[config.mk]
export PLATFORM = sky130hd
export DESIGN_NAME = uart_tx_ctrl
export DESIGN_NICKNAME = d
export VERILOG_FILES = /design/src/rtl/uart_tx_pkg.sv /design/src/rtl/uart_tx_ctrl.sv
export SDC_FILE = /design/constraint.sdc
export NUM_CORES = 1
export LEC_CHECK = 0
export ABC_AREA = 1
export CAP_MARGIN = 20
export CELL_PAD_IN_SITES_DETAIL_PLACEMENT = 0
export CELL_PAD_IN_SITES_GLOBAL_PLACEMENT = 1
export CORE_ASPECT_RATIO = 0.5
export CORE_UTILIZATION = 39
export DETAILED_ROUTE_END_ITERATION = 16
export GPL_ROUTABILITY_DRIVEN = 0
export GPL_TIMING_DRIVEN = 1
export PLACE_DENSITY_LB_ADDON = 0.1
export SETUP_SLACK_MARGIN = 0.1
export SYNTH_ARGS = -nofsm -noshare
export SYNTH_HDL_FRONTEND = slang
export SYNTH_SLANG_ARGS = --single-unit
[constraint.sdc]
create_clock -name clk -period 3.5 [get_ports clk]
set_input_delay 0.35 -clock clk [delete_from_list [all_inputs] [get_ports clk]]
set_output_delay 0.35 -clock clk [all_outputs]
set_load 0.01 [all_outputs]
[src/rtl/uart_tx_pkg.sv]
// Shared definitions for the UART transmit sequencer: state encoding, frame
// timing constants and character helpers.
package uart_tx_pkg;

    localparam logic [2:0] ST_IDLE   = 3'd0;
    localparam logic [2:0] ST_POP    = 3'd1;
    localparam logic [2:0] ST_START  = 3'd2;
    localparam logic [2:0] ST_DATA   = 3'd3;
    localparam logic [2:0] ST_PARITY = 3'd4;
    localparam logic [2:0] ST_STOP1  = 3'd5;
    localparam logic [2:0] ST_STOP2  = 3'd6;

    localparam int STOP_TICKS_FULL = 16;
    localparam int STOP_TICKS_HALF = 8;

    // Character length in bits, 5..8, from the LCR word-length field.
    function automatic logic [3:0] char_len(input logic [1:0] bits);
        return 4'd5 + {2'b00, bits};
    endfunction

    // Bits above the character length never contribute to parity.
    function automatic logic parity_bit(input logic [7:0] data, input logic [3:0] n,
                                        input logic eps, input logic sp);
        logic [7:0] masked;
        masked = data & (8'hFF >> (4'd8 - n));
        if (sp)
            return ~eps;
        return eps ? ^masked : ~^masked;
    endfunction

endpackage

[src/rtl/uart_tx_ctrl.sv]
// UART transmit sequencer: pops characters from the TX FIFO and serialises
// them onto stx_o using the 16x baud enable.
module uart_tx_ctrl
    import uart_tx_pkg::*;
#(
    parameter int FIFO_WIDTH     = 8,
    parameter int FIFO_COUNTER_W = 5
) (
    input  logic                      clk,
    input  logic                      rst_n,
    input  logic                      enable,
    input  logic [1:0]                lcr_bits,
    input  logic                      lcr_stop,
    input  logic                      lcr_pe,
    input  logic                      lcr_eps,
    input  logic                      lcr_sp,
    input  logic                      lcr_bc,
    input  logic [FIFO_COUNTER_W-1:0] tf_count,
    input  logic [FIFO_WIDTH-1:0]     tf_data,
    output logic                      tf_pop,
    output logic                      stx_o,
    output logic                      tx_busy,
    output logic                      tx_empty,
    output logic [2:0]                tstate
);

    logic [2:0] state, state_nxt;
    logic [3:0] tick, tick_nxt;
    logic [2:0] bit_cnt, bit_cnt_nxt;
    logic [7:0] shreg, shreg_nxt;
    logic [1:0] bits_q;
    logic       stop_q, pe_q, par_q;
    logic       stx_q, stx_nxt;
    logic [7:0] char_in;
    logic       bit_end;
    logic [3:0] stop2_last;
    logic       fifo_has_data;

    assign char_in       = 8'(tf_data);
    assign fifo_has_data = (tf_count != '0);
    assign bit_end       = enable && (tick == 4'd15);
    assign stop2_last    = (bits_q == 2'b00) ? 4'(STOP_TICKS_HALF - 1)
                                             : 4'(STOP_TICKS_FULL - 1);

    // NOTE: every always_comb output gets a default first so no path infers a latch.
    always_comb begin
        state_nxt   = state;
        tick_nxt    = tick;
        bit_cnt_nxt = bit_cnt;
        shreg_nxt   = shreg;
        stx_nxt     = 1'b1;

        if (state != ST_IDLE && state != ST_POP && enable)
            tick_nxt = tick + 4'd1;

        case (state)
            ST_IDLE:   if (fifo_has_data) state_nxt = ST_POP;
            ST_POP: begin
                state_nxt   = ST_START;
                tick_nxt    = '0;
                bit_cnt_nxt = '0;
                shreg_nxt   = char_in;
            end
            ST_START:  if (bit_end) state_nxt = ST_DATA;
            ST_DATA: begin
                if (bit_end) begin
                    shreg_nxt   = shreg >> 1;
                    bit_cnt_nxt = bit_cnt + 3'd1;
                    if ({1'b0, bit_cnt} == char_len(bits_q) - 4'd1)
                        state_nxt = pe_q ? ST_PARITY : ST_STOP1;
                end
            end
            ST_PARITY: if (bit_end) state_nxt = ST_STOP1;
            ST_STOP1:  if (bit_end) state_nxt = stop_q ? ST_STOP2 : ST_IDLE;
            ST_STOP2:  if (enable && tick == stop2_last) state_nxt = ST_IDLE;
            default:   state_nxt = ST_IDLE;
        endcase

        // Line level is decided from the upcoming state so stx_o comes straight off a flop.
        case (state_nxt)
            ST_START:  stx_nxt = 1'b0;
            ST_DATA:   stx_nxt = shreg_nxt[0];
            ST_PARITY: stx_nxt = par_q;
            default:   stx_nxt = 1'b1;
        endcase
    end

    // NOTE: sequential state uses non-blocking assignments only; every flop here,
    // including the character shift register, has a defined reset value.
    always_ff @(posedge clk or negedge rst_n) begin
        if (!rst_n) begin
            state   <= ST_IDLE;
            tick    <= '0;
            bit_cnt <= '0;
            shreg   <= '0;
            bits_q  <= '0;
            stop_q  <= 1'b0;
            pe_q    <= 1'b0;
            par_q   <= 1'b0;
            stx_q   <= 1'b1;
        end else begin
            state   <= state_nxt;
            tick    <= tick_nxt;
            bit_cnt <= bit_cnt_nxt;
            shreg   <= shreg_nxt;
            stx_q   <= stx_nxt;
            if (state == ST_POP) begin
                bits_q <= lcr_bits;
                stop_q <= lcr_stop;
                pe_q   <= lcr_pe;
                par_q  <= parity_bit(char_in, char_len(lcr_bits), lcr_eps, lcr_sp);
            end
        end
    end

    assign tf_pop   = (state == ST_POP) && fifo_has_data;
    assign stx_o    = stx_q & ~lcr_bc;
    assign tx_busy  = (state != ST_IDLE);
    assign tx_empty = !fifo_has_data && (state == ST_IDLE);
    assign tstate   = state;

endmodule

==> results of run 1 <==
==> registers in the layout, indices dropped and copies added (netlist names) <==
name,count
par_q,1
stx_q,1
stop_q,1
bits_q,2
shreg,8
tick,4
pe_q,1
bit_cnt,3
tstate,3
==> layout by cell type (no fill, tap or decap), types with 4 or more instances in the layout <==
master and count:
xor2_1 4, clkdlybuf4s50_1 29, dfrtp_1 23, nand2_1 67, o211ai_1 4, a21oi_1 4, nor2_1 20, nand3_1 23
inv_1 26, inv_2 5, o21ai_0 7
==> logic make-up (layout without fill, tap and decap cells) <==
family	Yosys count	after routing	share of synthesized area, %
xor gates and xnor gates	6	6	3.52
AOI/OAI and AO/OA	21	21	9.21
and+or+nand+nor	125	125	36.8
DFF	24	24	40.3
adders and majority gates	2	2	1.67
buffers and inverters	33	66	8.54
==> where the power goes <==
| part | internal, mW | switching, mW |
|---|---|---|
| combinational | 0.225 | 0.325 |
| sequential | 0.390 | 0.0748 |
| clock | 0.153 | 0.0940 |
| total | 0.768 | 0.494 |
==> stage by stage <==
stage          hold slack, ps  total power, mW  instance area (sq um)  utilization [%]
2_1_floorplan            54.4            0.841                   1490                -
3_3_place_gp              465             1.02                   1840             52.0
3_5_place_dp              464             1.02                   1840             52.0
4_1_cts                   484             1.27                   1920             54.0
5_1_grt                   305             1.38                   1940             54.8
6_report                  297             1.26                   1940             54.8
==> per-layer routing <==
| layer | wire [um] | global-route usage, % |
|---|---|---|
| met5 | 0 | 0 |
| met4 | 36 | 4.76 |
| met3 | 178 | 3.80 |
| met2 | 1290 | 27.0 |
| met1 | 1740 | 24.1 |
==> final cells by class <==
type	count	area [sq um]
fillers	329	1600
clock inverters	1	30.0
multi-input cells	154	764
inverters	31	116
repair buffers	31	325
flip-flops and latches	24	602
clock buffers	3	41.3
well taps	51	63.8
==> path summary, 6_finish.rpt <==
kind	slack (ps)	start	cells after the start	to
min in group clk	490	pe_q	2	pe_q
setup / recovery	1440	tstate[1]	6	tx_empty
hold reg to reg	490	pe_q	2	pe_q
max in group asynchronous	2750	rst_n	2	stx_q
setup reg to reg	1810	tick[0]	10	shreg[6]
hold / removal	300	rst_n	1	tick[0]
==> impl_metrics.json, run 1 <==
{
  "status": "completed",
  "yosysMostFrequentCell": "nand2_1",
  "worstPathCellList": "nor2_2 > inv_2 > nor2_1 > inv_1 > nor2_1 > clkdlybuf4s50_1",
  "ir_drop_v": 0.000176,
  "cp_top_family": "buffers and inverters",
  "coreArea_sq_mm": 0.00355,
  "clock_skew_ps": 6.61,
  "cts_tree": "built",
  "area.growth.synth_to_final_pct": 30.1,
  "netlist_area_sq_mm": 0.00149,
  "synth-edff-count": 0,
  "crit_path_max_fanout": 6,
  "grt_pass1_wl_mm": 5.18,
  "ios": 30,
  "fp.dieW_um": 89.5,
  "hold_viol_final": 0,
  "fin_crit_sh_pct": 58.8,
  "yosysSeqAreaShare_pct": 40.3,
  "ys_ff_latch": 24,
  "cts_hold_buf": 0,
  "synthTopCellsByArea": "dfrtp_1, nand2_1, nand3_1",
  "ant_nets": 0,
  "cts_setup_buffers": 0,
  "synth_top_area_cell": "dfrtp_1",
  "dpl_worst_slack_ps": 1500,
  "ys_types": 27,
  "worstSetupEndpointType": "output port",
  "syn_avg_cell_area_sq_um": 7.08,
  "synth_commonest_cells": "nand2_1, inv_1, dfrtp_1, nand3_1, nor2_1",
  "worst_setup_path_start_kind": "flop",
  "final_cell_count_no_fill": 295,
  "ys_warn_count": 0,
  "antenna_cells": 0,
  "crit_slowest_cell": "clkdlybuf4s50_1",
  "dp_hpwl_mm": 2.50,
  "grt_use_total_pct": 17.2,
  "grt_max_degree": 25,
  "syn_inst": 211,
  "clockRootBuffer": "clkbuf_8",
  "setup_tns_ps": 0,
  "min_path_type": "input pin to asynchronous set/reset pin",
  "initial_utilization_pct": 42.1,
  "synth_top_area_share_pct": 38.5,
  "viasPerCell": 4.74,
  "rows": 15,
  "postSynth.asyncResetShare_pct": 100,
  "crit_top_cell": "nor2_1",
  "cts.sinks": 24,
  "cts_buffer_depth": 2,
  "max_cap_violations": 0,
  "vias": 1397,
  "slowest_delay_ps": 530,
  "post-route-min-period_ps": 2060,
  "cts_resized": 0,
  "maxSlewHeadroom_pct": 73.8,
  "nets": 270,
  "setup_viol": 0,
  "worst_pin_slew_ps": 390,
  "max_freq_mhz": 486,
  "grt_setup_unrepaired": "false",
  "wl_per_cell_um": 11.0,
  "antenna_found_initial": 0,
  "critPathRequiredTime_ps": 3150,
  "synth_ff_type": "dfrtp_1",
  "layout-drive-gt1-share_pct": 8.61,
  "overflow": 0,
  "cts_buffers": 3,
  "finalMaxSlewViolations": 0,
  "first_iter_violations": 29,
  "insertion_delay_ps": 270,
  "drc": 0,
  "power_density_mw_per_mm2": 650,
  "grt_pass1_vias": 1137,
  "io_buffers": 29,
  "critPathKind": "flop to output port",
  "htreeDepth": 1,
  "dp.cells": 290,
  "arrival_ps": 1710,
  "cp_num_buf_inv": 3,
  "synth_nets": 236,
  "firstDrtPassIters": 4,
  "path_clk_slew_ps": 80,
  "wirelength_mm": 3.24,
  "worst_slack_ps": 1440,
  "dieArea_sq_mm": 0.00410,
  "p_leak_nw": 0.949,
  "die_y_um": 45.8
}
Power figures use the tool's default switching activity.
==> inputs of run 2 (changes only) <==
--- a/config.mk
+++ b/config.mk
@@ -10,7 +10,7 @@
 export CELL_PAD_IN_SITES_DETAIL_PLACEMENT = 0
 export CELL_PAD_IN_SITES_GLOBAL_PLACEMENT = 1
 export CORE_ASPECT_RATIO = 0.5
-export CORE_UTILIZATION = 39
+export CORE_UTILIZATION = 33
 export DETAILED_ROUTE_END_ITERATION = 16
 export GPL_ROUTABILITY_DRIVEN = 0
 export GPL_TIMING_DRIVEN = 1
==> constraint.sdc (replaced) <==
create_clock -name clk -period 1.7 [get_ports clk]
set_input_delay 0.17 -clock clk [delete_from_list [all_inputs] [get_ports clk]]
set_output_delay 0.17 -clock clk [all_outputs]
set_load 0.01 [all_outputs]
==> run 2 against run 1 <==
Critical path depth increased by 4. Sequential share of layout area decreased by 1.6 points. Clock skew decreased by 4.6 ps. Die area increased by 18%. Cell count increased by 5.4%. Via count increased by 5.7%. Total power increased by 120%. Global-route usage decreased by 1.7 points. Routed wire length increased by 7.4%. Worst setup slack got worse by 1300 ps. First-iteration DRC count increased by 34%. Non-clock buffer count increased by 13. Critical path type is now flop to flop. Largest power group unchanged.
==> impl_metrics.json, run 2 (same netlist as run 1, synthesis figures left out) <==
{
  "utilization_pct": 49.6,
  "htreeDepth": 1,
  "reg2regPathDepth": 10,
  "maxSlewHeadroom_pct": 72.3,
  "final_cell_mix": "nand2_1, inv_1, clkdlybuf4s50_1, dfrtp_1, nand3_1",
  "ios": 30,
  "seq_area_sq_um": 602,
  "worst_setup_path_start_kind": "flop",
  "grt_use_total_pct": 15.5,
  "multi_input_area_sq_um": 796,
  "reg2reg_to": "shreg[4]",
  "critPathKind": "flop to flop",
  "dp_hpwl_mm": 2.77,
  "largest-register": "shreg",
  "fillers": 436,
  "worst_pin_slew_ps": 413,
  "cts.sinks": 24,
  "fin_crit_sh_pct": 93.0,
  "p_leak_nw": 1.03,
  "worstSetupEndpointType": "flop",
  "finalPower_mw": 2.81,
  "coreArea_sq_mm": 0.00412,
  "arrival_ps": 1730,
  "rrSetupSlack_ps": 120,
  "io_buffers": 29,
  "initial_utilization_pct": 36.2,
  "hold_viol_final": 0,
  "wl_per_cell_um": 11.2,
  "drc": 0,
  "post-route-min-period_ps": 1580,
  "die_y_um": 49.6,
  "nets": 283,
  "antenna_cells": 0,
  "setup_viol": 0,
  "ant_nets": 0,
  "rows": 16,
  "grt_pass1_vias": 1350,
  "path_clk_slew_ps": 90,
  "r2r-start": "tick[1]",
  "critPathRequiredTime_ps": 1850,
  "cts_buffers": 3,
  "firstDrtPassIters": 4,
  "max_cap_violations": 0,
  "status": "completed",
  "first_iter_violations": 39,
  "wirelength_mm": 3.49,
  "largest_reg_flops": 8,
  "dieArea_sq_mm": 0.00482,
  "cts_buffer_depth": 2,
  "layout-drive-gt1-share_pct": 16.0,
  "grt_pass1_wl_mm": 6.07,
  "finalMaxSlewViolations": 0,
  "vias": 1476,
  "crit_path_max_fanout": 7,
  "fp.dieW_um": 97.2,
  "ir_drop_v": 0.000427,
  "cts_tree": "built",
  "grt_setup_unrepaired": "true",
  "max_freq_mhz": 632,
  "min_path_type": "input pin to asynchronous set/reset pin",
  "mostFrequentLayoutCell": "nand2_1",
  "antenna_found_initial": 0,
  "power_density_mw_per_mm2": 1370,
  "clockRootBuffer": "clkbuf_8",
  "area.growth.synth_to_final_pct": 37.0,
  "grt_max_degree": 25,
  "insertion_delay_ps": 270,
  "biggestRegsByFlops": "shreg x8, tick x4",
  "overflow": 0,
  "clock_skew_ps": 2.02,
  "viasPerCell": 4.75
}
-- run 2: cell type report --
| type | count | share of cell area, % |
|---|---|---|
| Inverter | 31 | 5.68 |
| Tap cell | 54 | 3.30 |
| Multi-Input combinational cell | 154 | 38.9 |
| Clock buffer | 3 | 2.02 |
| Timing Repair Buffer | 44 | 19.3 |
| Sequential cell | 24 | 29.4 |
| Clock inverter | 1 | 1.47 |
-- run 2: repair_timing --
| item | in CTS | in global routing |
|---|---|---|
| setup buffers | 4 | 2 |
| pin swaps | 3 | 9 |
| endpoints found under the setup margin | 9 | 11 |
| gates resized for setup | 7 | 7 |
| hold buffers | 0 | 0 |
-- run 2: worst max-delay path by stage --
stage,start,cells past startpoint,slack [ps],endpoint
after floorplan,tick[0],10,210,shreg[4]
after global placement,enable,10,10,stx_q
after detailed placement,enable,10,-9,stx_q
after CTS,tstate[1],6,100,tx_empty
after global routing,tick[1],11,-20,stx_q
final,tick[1],10,120,shreg[4]
-- run 2: per-layer routing --
metal / routed length [um] / GRT usage [%]
met5: 0 / 0
met4: 21 / 2.99
met1: 1860 / 22.1
met3: 165 / 2.84
met2: 1440 / 24.8
-- run 2: per-stage QoR --
stage / cell area, sq um / setup WS, ps / hold slack [ps] / instances / setup TNS, ps
after CTS: 2010 / 104 / 263 / 309 / 0
after detailed placement: 1910 / -9.24 / 477 / 301 / -19.5
final: 2050 / 118 / 249 / 311 / 0
after global placement: 1910 / 11.5 / 468 / 301 / 0
after global routing: 2050 / -16.8 / 287 / 311 / -20.2
after floorplan: 1490 / 214 / -126 / 211 / 0
-- run 2: where the power goes --
part           internal (mW)  switching (mW)
clock network          0.315           0.193
logic                  0.603           0.743
registers              0.804           0.150
-- run 2: worst max-delay path, cell delays in order, from the launching register on --
cell	delay (ps)
dfrtp_1	370
ha_2	200
nand2_2	60
nor2_4	150
nand2_4	90
nor2_4	180
inv_2	60
nand2_2	110
inv_2	70
nand2_1	60
o221ai_1	100
